[src/rtl/display_pkg.sv]
// Shared constants, converter state type and helpers for the
// seconds display stage.
package display_pkg;

   localparam logic [6:0] SEG_0     = 7'h3F;
   localparam logic [6:0] SEG_1     = 7'h06;
   localparam logic [6:0] SEG_2     = 7'h5B;
   localparam logic [6:0] SEG_3     = 7'h4F;
   localparam logic [6:0] SEG_4     = 7'h66;
   localparam logic [6:0] SEG_5     = 7'h6D;
   localparam logic [6:0] SEG_6     = 7'h7D;
   localparam logic [6:0] SEG_7     = 7'h07;
   localparam logic [6:0] SEG_8     = 7'h7F;
   localparam logic [6:0] SEG_9     = 7'h6F;
   localparam logic [6:0] SEG_BLANK = 7'h00;

   typedef enum logic [1:0] {
      IDLE,
      CONV,
      LOAD
   } conv_state_t;

   function automatic logic [6:0] seg_decode(input logic [3:0] d);
      logic [6:0] s;
      case (d)
         4'd0:    s = SEG_0;
         4'd1:    s = SEG_1;
         4'd2:    s = SEG_2;
         4'd3:    s = SEG_3;
         4'd4:    s = SEG_4;
         4'd5:    s = SEG_5;
         4'd6:    s = SEG_6;
         4'd7:    s = SEG_7;
         4'd8:    s = SEG_8;
         4'd9:    s = SEG_9;
         default: s = SEG_BLANK;
      endcase
      return s;
   endfunction

   // One double-dabble step: bias BCD nibbles >= 5, then shift.
   function automatic logic [18:0] add3_shift(input logic [18:0] v);
      logic [18:0] a;
      a = v;
      for (int i = 0; i < 3; i++) begin
         if (a[7+4*i +: 4] >= 4'd5)
            a[7+4*i +: 4] = a[7+4*i +: 4] + 4'd3;
      end
      return {a[17:0], 1'b0};
   endfunction

endpackage

[src/rtl/bin2bcd_seq.sv]
// Sequential 7-bit binary to 3-digit BCD converter; reconverts
// whenever the input differs from the last converted value.
module bin2bcd_seq
   import display_pkg::*;
(
   input  logic        clk,
   input  logic        rst,
   input  logic [6:0]  bin,
   output logic [11:0] bcd,
   output logic        bcd_valid
);

   conv_state_t state, state_d;
   logic [18:0] sr, sr_d;
   logic [2:0]  step, step_d;
   logic [6:0]  lat, lat_d;
   logic [6:0]  cache, cache_d;
   logic [11:0] bcd_d;
   logic        valid_d;

   always_comb begin
      state_d = state;
      sr_d    = sr;
      step_d  = step;
      lat_d   = lat;
      cache_d = cache;
      bcd_d   = bcd;
      valid_d = 1'b0;
      unique case (state)
         IDLE: begin
            if (bin != cache) begin
               sr_d    = {12'd0, bin};
               lat_d   = bin;
               step_d  = 3'd0;
               state_d = CONV;
            end
         end
         CONV: begin
            sr_d   = add3_shift(sr);
            step_d = step + 3'd1;
            if (step == 3'd6)
               state_d = LOAD;
         end
         LOAD: begin
            bcd_d   = sr[18:7];
            cache_d = lat;
            valid_d = 1'b1;
            state_d = IDLE;
         end
         default: state_d = IDLE;
      endcase
   end

   always_ff @(posedge clk) begin
      if (rst) begin
         state     <= IDLE;
         sr        <= '0;
         step      <= '0;
         lat       <= '0;
         cache     <= '0;
         bcd       <= '0;
         bcd_valid <= 1'b0;
      end else begin
         state     <= state_d;
         sr        <= sr_d;
         step      <= step_d;
         lat       <= lat_d;
         cache     <= cache_d;
         bcd       <= bcd_d;
         bcd_valid <= valid_d;
      end
   end

endmodule

[src/rtl/time_display.sv]
// Seconds display: BCD conversion plus a three-digit multiplexed
// common-cathode 7-segment scanner with leading-zero blanking.
module time_display
   import display_pkg::*;
#(
   parameter int CLK_HZ   = 1_000_000,
   parameter int SCAN_HZ  = 1000,
   parameter bit BLANK_LZ = 1'b1
) (
   input  logic        clk,
   input  logic        rst,
   input  logic [6:0]  time_count,
   input  logic        blank,
   output logic [11:0] bcd,
   output logic        bcd_valid,
   output logic [6:0]  seg,
   output logic [2:0]  dig_sel
);

   localparam int DIV = CLK_HZ / SCAN_HZ;
   localparam int CW  = (DIV > 1) ? $clog2(DIV) : 1;

   logic [CW-1:0] pre;
   logic [1:0]    idx, idx_d;
   logic          wrap;
   logic [3:0]    nib;
   logic          lz;
   logic [6:0]    seg_d;
   logic [2:0]    sel_d;

   bin2bcd_seq u_conv (
      .clk       (clk),
      .rst       (rst),
      .bin       (time_count),
      .bcd       (bcd),
      .bcd_valid (bcd_valid)
   );

   assign wrap = (pre == CW'(DIV - 1));

   always_comb begin
      idx_d = idx;
      if (wrap)
         idx_d = (idx == 2'd2) ? 2'd0 : idx + 2'd1;
   end

   // Outputs follow the next index so dig_sel and seg move together.
   always_comb begin
      nib = bcd[3:0];
      lz  = 1'b0;
      unique case (idx_d)
         2'd1: begin
            nib = bcd[7:4];
            lz  = BLANK_LZ && bcd[11:8] == 4'd0 && bcd[7:4] == 4'd0;
         end
         2'd2: begin
            nib = bcd[11:8];
            lz  = BLANK_LZ && bcd[11:8] == 4'd0;
         end
         default: begin
            nib = bcd[3:0];
            lz  = 1'b0;
         end
      endcase
      seg_d = (blank || lz) ? SEG_BLANK : seg_decode(nib);
      sel_d = 3'b001 << idx_d;
   end

   always_ff @(posedge clk) begin
      if (rst) begin
         pre     <= '0;
         idx     <= 2'd0;
         dig_sel <= 3'b001;
         seg     <= SEG_0;
      end else begin
         pre     <= wrap ? '0 : pre + CW'(1);
         idx     <= idx_d;
         dig_sel <= sel_d;
         seg     <= seg_d;
      end
   end

endmodule

[config.mk]
export PLATFORM = sky130hd
export DESIGN_NAME = time_display
export DESIGN_NICKNAME = d
export VERILOG_FILES = /design/src/rtl/display_pkg.sv /design/src/rtl/bin2bcd_seq.sv /design/src/rtl/time_display.sv
export SDC_FILE = /design/constraint.sdc
export NUM_CORES = 1
export LEC_CHECK = 0
export BUFFER_PORTS_ARGS = -buffer_cell sky130_fd_sc_hd__buf_2
export CAP_MARGIN = 40
export CORE_UTILIZATION = 30
export CTS_CLUSTER_SIZE = 40
export DETAILED_ROUTE_END_ITERATION = 8
export GPL_TIMING_DRIVEN = 0
export SLEW_MARGIN = 20
export SYNTH_ARGS = -nofsm -noshare
export SYNTH_HDL_FRONTEND = slang
export SYNTH_SLANG_ARGS = --single-unit
[constraint.sdc]
create_clock -name clk -period 3.5 [get_ports clk]
set_input_delay 0.525 -clock clk [delete_from_list [all_inputs] [get_ports clk]]
set_output_delay 0.525 -clock clk [all_outputs]
set_load 0.005 [all_outputs]
# Word level (Yosys, flattened, before mapping)
# Memory sizes are Yosys's and may differ from the RTL's.
# Cells that the tools add are included.
dict set report word_totals {
  reg_bits 73
  romBits 112
  out_inout_bits 23
  word_cells 60
  memories 1
}
dict set report op_classes {
  addsub 6
  n_lt_le_gt_ge 3
  n_eq_ne 10
  shift 1
  muxes 16
  reduce_logical 11
}
# name depth width read_ports rd_ports_with_merged_regs wr line_no
set memory_table {}
lappend memory_table {{(no name shown)} 16 7 1 0 0 display_pkg.sv:25} ;# case (d)
# operator count
set ops {}
lappend ops {{one-hot mux 19 bit (2 select lines)} 1}
lappend ops {{two-way mux 19 bit} 1}
lappend ops {{>= comparator 4 x 3 -> 1 bit, second input constant} 3}
lappend ops {{adder 10 x 1 -> 10 bit, second input constant} 1}
lappend ops {{equality test 10 bit, second input constant} 1}
lappend ops {{adder 4 x 2 -> 4 bit, second input constant} 2}
lappend ops {{logical NOT 4 bit} 2}
lappend ops {{two-way mux 2 bit} 4}
lappend ops {{two-way mux 4 bit} 2}
lappend ops {{one-hot mux 4 bit (2 select lines)} 1}
lappend ops {{!= test 7 bit} 1}
lappend ops {{equality test 2 bit, second input constant} 3}
lappend ops {{two-way mux 3 bit} 2}
lappend ops {{two-way mux 6 bit} 1}
lappend ops {{one-hot mux 3 bit (2 select lines)} 1}
lappend ops {{AND reduction 2 bit} 3}
lappend ops {{equality test 2 x 1 -> 1 bit, second input constant} 2}
lappend ops {{!= test 2 x 1 -> 1 bit, second input constant} 2}
lappend ops {{one-hot mux 2 bit (2 select lines)} 1}
lappend ops {{OR reduction 2 bit} 2}
lappend ops {{adder 3 x 1 -> 3 bit, second input constant} 1}
lappend ops {{adder 3 x 2 -> 3 bit, second input constant} 1}
lappend ops {{equality test 3 bit, second input constant} 1}
lappend ops {{left shift 1 x 2 -> 3 bit, first input constant} 1}
lappend ops {{other kinds (7)} 7}

# Logic depth before layout (Yosys ltp)
# Gate-level depths: netlist of the first run.
dict set report logic_depth {
  word_depth 7
  mapped_depth 13
  depth_no_buf 12
}

# Modules after synthesis
# Synthesis of the first run repeated with hierarchy kept, for this count alone.
dict set report hier_totals {
  cells_unflattened 376
  area_unflattened_um2 3370.7
}
# mod n_inst cells_per_inst area_each_um2 seq_area_each_um2
set modules_own_cells {}
lappend modules_own_cells {bin2bcd_seq 1 262 2303.5 1021.0}
lappend modules_own_cells {time_display 1 114 1067.3 440.4}

# Worst setup path before layout of the first run
# Ideal clock, no wire load.
dict set report synth_path {
  kind {reg2reg}
  start {register pre[0]}
  end {register seg[3]}
  setup_ps 114
  arrival_ps 2957
  setup_slack_ps 429
  path_stages_with_launch 14
  path_buffers 1
  cell_sequence {dfxtp_1 -> ha_1 -> nand2_1 -> or4_4 -> mux2i_4 -> inv_2 -> ha_1 -> a221oi_1 -> or2_2 -> clkbuf_1 -> inv_1 -> ha_1 -> nand3_1 -> a21o_1}
}
dict set report synth_between {
  elab_chain_cells 6
}
# element line_no
set synth_lines {}
lappend synth_lines {{start: declaration} time_display.sv:23} ;# logic [CW-1:0] pre;
lappend synth_lines {{start signal: assignment} time_display.sv:76} ;# pre <= wrap ? '0 : pre + CW'(1);
lappend synth_lines {{equality test 10 bit *} time_display.sv:39} ;# assign wrap = (pre == CW'(DIV - 1));
lappend synth_lines {{two-way mux 2 bit *} time_display.sv:43} ;# if (wrap)
lappend synth_lines {{via idx_d[1]} time_display.sv:24} ;# logic [1:0] idx, idx_d;
lappend synth_lines {{equality test 2 bit / equality test 2 x 1 -> 1 bit (equally long branches)} time_display.sv:51} ;# unique case (idx_d)
lappend synth_lines {{one-hot mux 4 bit (2 select lines) / one-hot mux 1 bit (2 select lines) (equally long branches)} time_display.sv:51}
lappend synth_lines {{memory read (16 x 7 bit) / logical OR 1 bit (equally long branches)} n/a}
lappend synth_lines {{two-way mux 6 bit *} time_display.sv:65} ;# seg_d = (blank || lz) ? SEG_BLANK : seg_decode(nib);
lappend synth_lines {{end signal: assignment} time_display.sv:79} ;# seg <= seg_d;
lappend synth_lines {{end: declaration} time_display.sv:16} ;# output logic [6:0] seg,
# The timed path passes the listed nets; every way through them passes the cells marked *.
# A chain may end at the register's enable or synchronous reset.

# Worst setup path in the final report of the first run
dict set report layout_path {
  start {register pre[0]}
  end {register seg[5]}
}
# Same word-level chain as after synthesis.

==> metrics.md, run 1 <==
| Metric | Value |
|---|---|
| Synth Instances | `375` |
| CP startpoint kind | `flip-flop` |
| Final Hold Vio Count | `0` |
| Clock Latency Late Sink | `0.35 ns` |
| Worst setup path start | `pre[0]$_SDFF_PP0_` |
| Post-CTS Setup Bufs | `0` |
| Reg2reg setup slack | `0.22 ns` |
| Final setup vio count | `0` |
| Final slew viol count | `0` |
| Setup TNS | `0 ns` |
| First-pass GRT wire length | `11.73 mm` |
| Die width | `105.4 um` |
| Post-synth EDFFs | `0` |
| CTS Buffer Depth | `2` |
| Syn nets | `400` |
| Worst EP required | `3.80 ns` |
| Core area | `10320 um2` |
| Number of buffers created by CTS | `9` |
| Status | `complete, no violations` |
| Top delay family on crit path | `simple AND/OR/NAND/NOR gates` |
| IR drop worst, VDD | `223.0 uV` |
| # DRC | `0` |
| Max layer used | `met4` |
| Die area | `11100 um2` |
| Grt ovf | `0` |
| Die Y | `105.4 um` |
| Sink Count | `73` |
| #FFs+latches synth | `73` |
| Design Power | `1745 uW` |
| Area growth from synthesis to layout | `17.76%` |
| Worst r2r src | `pre[0]$_SDFF_PP0_` |
| Top_reg_cell synth | `dfxtp_1` |
| Pre-antenna DRT Iters | `4` |
| Crit path DAT | `3.57 ns` |
| Via count | `2690` |
| Crit Path Max Fanout | `8` |
| Clock Skew | `0.01004 ns` |
| Ratio of cells with drive above 1 in the final layout | `14.49%` |
| Clock transition at path regs | `0.08 ns` |
| Path depth of the worst reg2reg path | `12` |
| Total wire length | `7.087 mm` |
| Worst path depth | `12` |
| Largest stage delay, worst path | `0.53 ns` |
| H-Tree Level Count | `3` |
| Cell area after synthesis | `3206 um2` |
| Crit Path Class | `flip-flop to flip-flop` |
| RSZ-0062 raised after global routing | `false` |
| Avg Inst Size Synth | `8.548 um2` |
| Met2 Routed Length | `3.391 mm` |
| Hold wc startpoint | `time_count[3]` |
| FMAX | `0.3053 GHz` |
| CP Capture Type | `flip-flop` |
| Gpl congestion | `0.8228` |
| Clk root buf | `clkbuf_8` |
| Number of DRC markers in iteration 0 | `151` |
| Metal1 wirelength | `3.300 mm` |
| FFs w/ async S/R, synth | `0%` |
| # IOs | `33` |
| Largest net degree at the start of global routing | `13` |
| Crit-path cells | `ha_1 > nand2_1 > or4_4 > mux2i_4 > inv_2 > ha_1 > a221oi_2 > or2_2 > clkbuf_1 > nand2_1 > a21oi_1 > a21o_1` |
| WP buf/inv | `2` |
| Yosys cell types | `43` |
| Slew @ Worst Pin | `0.5794 ns` |
| Routed wl met3 | `336 um` |
| Cell area power density | `462.4 nW/um2` |
| Fillers | `1052` |
| Initial antenna violation count | `0` |
| HPWL after DPL | `5.135 mm` |
| CTS tree | `yes` |
| Min-delay worst type | `input pin to flip-flop` |
| Count of nets after finishing | `441` |
| Share of the yosys chip area belonging to registers | `45.59%` |
| Post-DRT Antenna Nets | `0` |
| Relative slew slack | `61.23%` |
| Total track usage | `13.34%` |
| Vias in the first global route | `2502` |
| Fin crit share | `93.58%` |
| Hold Buf Count CTS | `0` |
| Initial Util | `31.05%` |
| Leakage | `0.001498 uW` |
| Ant diodes | `0` |
| Yosys Warn Count | `0` |
| Worst hold stages | `3` |
| Site row count | `37` |
| Final min period | `3.275 ns` |
| Port bufs | `31` |
| Max_cap viols | `0` |
| Wire per inst | `12.72 um` |
| Crit-path slowest cell | `or4_4` |
| Vias/cell | `4.829` |
## kinds of logic after synthesis
logic type	share of synthesized area [%]
and+or+nand+nor	20.18
AOI/OAI and AO/OA	16.75
DFF	45.59
buffers and inverters	4.098
xor gates and xnor gates	5.191
adders and majority gates	5.855
muxes	2.342
## metal layers
metal	global-route usage, %	vias to the layer above
li1	-	1362
met1	15.51	1259
met2	22.37	64
met3	5.690	5
met4	3.521	0
met5	0	-
## flip-flops by register name (all words and copies together), names as in the netlist
| register | flops |
|---|---|
| u_conv.step | 3 |
| u_conv.lat | 7 |
| seg | 7 |
| pre | 10 |
| u_conv.sr | 19 |
| u_conv.bcd_valid | 1 |
| u_conv.state | 2 |
| idx | 2 |
| dig_sel | 3 |
| u_conv.cache | 7 |
| u_conv.bcd | 12 |
## where the power goes
group          switching, uW  total [uW]  internal (uW)
registers               12.3         864            852
logic                   61.6        96.2           34.6
clock network            311         785            474
## layout make-up
| type | instances | area (um2) | share of cell area, % |
|---|---|---|---|
| inverters | 15 | 56.30 | 1.492 |
| repair buffers | 31 | 155.1 | 4.110 |
| plain buffers | 18 | 71.32 | 1.889 |
| clock buffers | 11 | 131.4 | 3.480 |
| flip-flops and latches | 73 | 1461 | 38.71 |
| well taps | 136 | 170.2 | 4.508 |
| multi-input cells | 268 | 1625 | 43.06 |
| clock inverters | 5 | 103.9 | 2.751 |
## cells in the mapped netlist (2+ instances only)
cell type | instances | area [um2]
nor3_1 | 7 | 35.03
nor3_2 | 2 | 20.02
nor2b_1 | 4 | 25.02
mux2i_4 | 2 | 45.04
a31oi_1 | 3 | 18.77
a221oi_1 | 2 | 17.52
nand2b_1 | 5 | 31.28
dfxtp_1 | 73 | 1461
xnor2_1 | 11 | 96.34
nor4_1 | 2 | 12.51
or2_2 | 3 | 18.77
a21o_1 | 5 | 37.54
nand4_1 | 2 | 12.51
a21oi_1 | 43 | 215.2
buf_2 | 3 | 15.01
or3_1 | 3 | 18.77
nor2_1 | 33 | 123.9
and3_1 | 2 | 12.51
o21ai_0 | 8 | 40.04
clkbuf_1 | 15 | 56.30
o221ai_1 | 2 | 17.52
a222oi_1 | 6 | 60.06
xor2_1 | 8 | 70.07
inv_1 | 14 | 52.55
ha_1 | 15 | 187.7
nand2_1 | 66 | 247.7
a22oi_1 | 5 | 37.54
mux2i_1 | 3 | 30.03
nand3_1 | 14 | 70.07
## worst register-to-register path: stages, from the launching register on
cell and delay (ns):
dfxtp_1 0.37, ha_1 0.25, nand2_1 0.07, or4_4 0.53
mux2i_4 0.28, inv_2 0.07, ha_1 0.40, a221oi_2 0.27
or2_2 0.16, clkbuf_1 0.20, nand2_1 0.14, a21oi_1 0.31
a21o_1 0.16
## layout by cell type (no fill, tap or decap), types with 9 or more instances in the layout
cell,instances
nand2_1,66
clkbuf_8,9
inv_1,14
buf_2,34
ha_1,15
nor2_1,33
nand3_1,14
a21oi_1,43
xnor2_1,11
dfxtp_1,73
clkbuf_1,16
## stage by stage
| step | cell area, um2 | setup WS, ns | hold slack (ns) | instances | utilization [%] |
|---|---|---|---|---|---|
| floorplan | 3206 | 0.4287 | 0.4302 | 375 | - |
| global placement | 3531 | 0.1408 | 0.4356 | 542 | 34.20 |
| detailed placement | 3531 | 0.1047 | 0.4465 | 542 | 34.20 |
| CTS | 3766 | 0.08831 | 0.4186 | 558 | 36.48 |
| global route | 3775 | 0.03724 | 0.4234 | 557 | 36.57 |
| finish | 3775 | 0.2247 | 0.4404 | 557 | 36.57 |
## what timing repair did
action,in CTS,in global routing
hold endpoints to repair,0,0
endpoints found under the setup margin,0,5
resized for setup,0,2
## worst paths after layout
| kind | to |
|---|---|
| worst max-delay path | seg[5]$_SDFF_PP1_ |
| worst min-delay path | u_conv.lat[3]$_SDFFE_PP0P_ |
| worst max register to register | seg[5]$_SDFF_PP1_ |
| worst min register to register | u_conv.cache[4]$_SDFFE_PP0P_ |
Note: power is estimated with default switching activity, not from simulation.
==> run 2, diff against run 1 <==
--- a/config.mk
+++ b/config.mk
@@ -7,6 +7,7 @@
 export LEC_CHECK = 0
 export BUFFER_PORTS_ARGS = -buffer_cell sky130_fd_sc_hd__buf_2
 export CAP_MARGIN = 40
+export CORE_ASPECT_RATIO = 0.7
 export CORE_UTILIZATION = 30
 export CTS_CLUSTER_SIZE = 40
 export DETAILED_ROUTE_END_ITERATION = 8
==> run 2 against run 1 <==
Effect of this change: clock skew fell by 0.0034 ns; highest routed layer unchanged; die area barely moved; worst setup slack got worse by 0.052 ns; register-to-register slack got worse by 0.05 ns; the flow now finishes with violations (DRC); sequential share of layout area fell by 0.59 points; utilization rose by 0.45 points.
==> metrics.md, run 2 (synthesis gave the netlist of run 1 again) <==
| Metric | Value |
|---|---|
| Status | `finished with violations (was complete, no violations)` |
| Failing checks | `DRC` |
| CTS tree | `yes (unchanged)` |
| First-pass GRT wire length | `11.85 mm (was 11.73 mm)` |
| Clock transition at path regs | `0.06 ns (was 0.08 ns)` |
| Number of buffers created by CTS | `9 (unchanged)` |
| Combinational share of power | `5.2% (was 5.5%)` |
| Min-delay worst type | `flip-flop to flip-flop (was input pin to flip-flop)` |
| Final setup vio count | `0 (unchanged)` |
| Max_cap viols | `0 (unchanged)` |
| Cell Int Power | `1501 uW (was 1361 uW)` |
| # DRC | `1 (was 0)` |
| Crit path top cell by count | `ha_1` |
| CP Capture Type | `flip-flop (unchanged)` |
| Clock Latency Late Sink | `0.32 ns (was 0.35 ns)` |
| Clock Skew | `0.006608 ns (was 0.01004 ns)` |
| Final setup margin | `0.1725 ns (was 0.2247 ns)` |
| Worst EP required | `3.77 ns (was 3.80 ns)` |
| Post-CTS Setup Bufs | `0 (unchanged)` |
| Largest register FFs | `19 (unchanged)` |
| Sink Count | `73 (unchanged)` |
| Largest net degree at the start of global routing | `12 (was 13)` |
| Vias in the first global route | `2376 (was 2502)` |
| Area of the multi-input gates | `1625 um2 (unchanged)` |
| Hold wc startpoint | `u_conv.lat[6]$_SDFFE_PP0P_ (was time_count[3])` |
| # IOs | `33 (unchanged)` |
| Vias/cell | `4.915 (was 4.829)` |
| Relative slew slack | `57.86% (was 61.23%)` |
| Cell area power density | `494.3 nW/um2 (was 462.4 nW/um2)` |
| FMAX | `0.3005 GHz (was 0.3053 GHz)` |
| IR drop worst, VDD | `286.9 uV (was 223.0 uV)` |
| Ant diodes | `0 (unchanged)` |
| Clk root buf | `clkbuf_16 (was clkbuf_8)` |
| Wire per inst | `13.11 um (was 12.72 um)` |
| Die area | `11110 um2 (was 11100 um2)` |
| Post-DRT Antenna Nets | `0 (unchanged)` |
| Reg area | `1461 um2 (unchanged)` |
| Largest regs | `u_conv.sr (19), u_conv.bcd (12), pre (10) (unchanged)` |
| Ratio of cells with drive above 1 in the final layout | `14.32% (was 14.49%)` |
| Via count | `2708 (was 2690)` |
| CP startpoint kind | `flip-flop (unchanged)` |
| H-Tree Level Count | `3 (unchanged)` |
| Final min period | `3.328 ns (was 3.275 ns)` |
| Fin crit share | `95.07% (was 93.58%)` |
| Crit-path cells | `ha_1 > nand2_1 > or4_4 > mux2i_4 > inv_2 > ha_1 > a221o_1 > o21ai_1 > o221ai_1 > a41oi_1 > a21o_1 (was ha_1 > nand2_1 > or4_4 > mux2i_4 > inv_2 > ha_1 > a221oi_2 > or2_2 > clkbuf_1 > nand2_1 > a21oi_1 > a21o_1)` |
| Die width | `125.6 um (was 105.4 um)` |
| Net switching power | `393.8 uW (was 384.7 uW)` |
| Most frequent cells in the layout | `73 x dfxtp_1, 66 x nand2_1, 43 x a21oi_1 (unchanged)` |
| Sw Ratio | `20.78% (was 22.04%)` |
| Crit Path Max Fanout | `8 (unchanged)` |
| Grt ovf | `0 (unchanged)` |
| HPWL after DPL | `5.063 mm (was 5.135 mm)` |
| Total wire length | `7.224 mm (was 7.087 mm)` |
| Initial Util | `30.95% (was 31.05%)` |
| Count of nets after finishing | `441 (unchanged)` |
| Reg2reg setup slack | `0.17 ns (was 0.22 ns)` |
| Pre-CTS setup slack | `0.06754 ns (was 0.1047 ns)` |
| Clk network pwr share | `49.1% (was 45.0%)` |
| Final Hold Vio Count | `0 (unchanged)` |
| Largest stage delay, worst path | `0.54 ns (was 0.53 ns)` |
| Fillers | `1046 (was 1052)` |
| Setup TNS | `0 ns (unchanged)` |
| WHS | `0.4505 ns (was 0.4404 ns)` |
| Most common cell after layout, fill and taps aside | `dfxtp_1 (unchanged)` |
| Reg with most FFs | `u_conv.sr (unchanged)` |
| Site row count | `31 (was 37)` |
| Crit Path Class | `flip-flop to flip-flop (unchanged)` |
| Total track usage | `13.75% (was 13.34%)` |
| Crit path DAT | `3.60 ns (was 3.57 ns)` |
| Pre-antenna DRT Iters | `7 (was 4)` |
| Core area | `10360 um2 (was 10320 um2)` |
| Path depth of the worst reg2reg path | `11 (was 12)` |
| R2r endpoint | `seg[0]$_SDFF_PP1_ (was seg[5]$_SDFF_PP1_)` |
| Area growth from synthesis to layout | `19.59% (was 17.76%)` |
| Worst hold stages | `2 (was 3)` |
| Die Y | `88.49 um (was 105.4 um)` |
| Hold Buf Count CTS | `0 (unchanged)` |
| Slew @ Worst Pin | `0.6298 ns (was 0.5794 ns)` |
| Gpl congestion | `0.7675 (was 0.8228)` |
| Final slew viol count | `0 (unchanged)` |
| RSZ-0062 raised after global routing | `false (unchanged)` |
| Worst r2r src | `pre[0]$_SDFF_PP0_ (unchanged)` |
| Port bufs | `31 (unchanged)` |
| Core Util, Final | `37.02% (was 36.57%)` |
| Reg power frac | `45.7% (was 49.5%)` |
| CTS Buffer Depth | `2 (unchanged)` |
| Number of DRC markers in iteration 0 | `254 (was 151)` |
| Hold worst-path end | `u_conv.cache[6]$_SDFFE_PP0P_ (was u_conv.lat[3]$_SDFFE_PP0P_)` |
| Leakage | `0.001529 uW (was 0.001498 uW)` |
| Initial antenna violation count | `0 (unchanged)` |
| Crit-path slowest cell | `or4_4 (unchanged)` |
==> run 2: cell types whose count changed in the layout (fill, tap and decap cells not counted) <==
cell / before / now
clkbuf_16: 0 / 9
clkbuf_8: 9 / 0
bufinv_16: 3 / 2
clkbuf_1: 16 / 15
clkinv_2: 1 / 2
clkinv_4: 1 / 0
==> run 2: cell type report <==
| class | count | share of cell area [%] |
|---|---|---|
| inverter | 15 | 1.469 |
| clock buffer | 10 | 5.973 |
| buffer | 18 | 1.860 |
| multi-input combinational | 268 | 42.40 |
| clock inverter | 4 | 1.828 |
| tap | 132 | 4.308 |
| sequential | 73 | 38.12 |
| timing repair buffer | 31 | 4.047 |
==> run 2: worst max path at each step <==
stage | from | end | slack [ns] | depth (start not counted)
global placement | pre[0]$_SDFF_PP0_ | seg[3]$_SDFF_PP1_ | 0.14 | 13
detailed placement | pre[0]$_SDFF_PP0_ | seg[3]$_SDFF_PP1_ | 0.07 | 13
global route | pre[0]$_SDFF_PP0_ | seg[2]$_SDFF_PP1_ | 0.009 | 12
CTS | pre[0]$_SDFF_PP0_ | seg[3]$_SDFF_PP1_ | 0.05 | 13
finish | pre[0]$_SDFF_PP0_ | seg[0]$_SDFF_PP1_ | 0.17 | 11
floorplan | pre[0]$_SDFF_PP0_ | seg[3]$_SDFF_PP1_ | 0.43 | 13
==> run 2: repair_timing <==
item | in CTS | in global routing
hold endpoints to repair | 0 | 0
endpoints found under the setup margin | 0 | 6
resized for setup | 0 | 2
==> run 2: layer usage <==
metal  wire length [um]  part of all wire [%]  global-route usage (%)
met1               3549                    49                   18.24
met2               3188                    44                   21.72
met3                398                   5.5                   3.930
met4                 87                   1.2                   4.435
met5                  0                     0                       0
==> run 2: power by group through the flow <==
| stage | combinational, uW | clock (uW) | sequential [uW] |
|---|---|---|---|
| after floorplan | 64.2 | 0 | 882 |
| after global placement | 97.3 | 0 | 883 |
| final | 98.5 | 930 | 866 |
| after global routing | 111 | 991 | 868 |
| after detailed placement | 98.2 | 0 | 883 |
| after CTS | 99.1 | 949 | 865 |
==> run 2: critical path, delay by kind of cell, from the launching register on <==
| kind | cells | cell delay [ns] |
|---|---|---|
| simple gates | 2 | 0.62 |
| mux | 1 | 0.27 |
| flops | 1 | 0.37 |
| fa+ha+maj | 2 | 0.67 |
| buf+inv | 1 | 0.07 |
| compound gates | 5 | 1.29 |
==> run 2: metrics by stage <==
stage	instance area (um2)	instances	power [uW]
after floorplan	3206	375	945.8
after global placement	3526	538	979.9
after detailed placement	3526	538	981.4
after CTS	3825	552	1914
after global routing	3834	551	1970
final	3834	551	1895
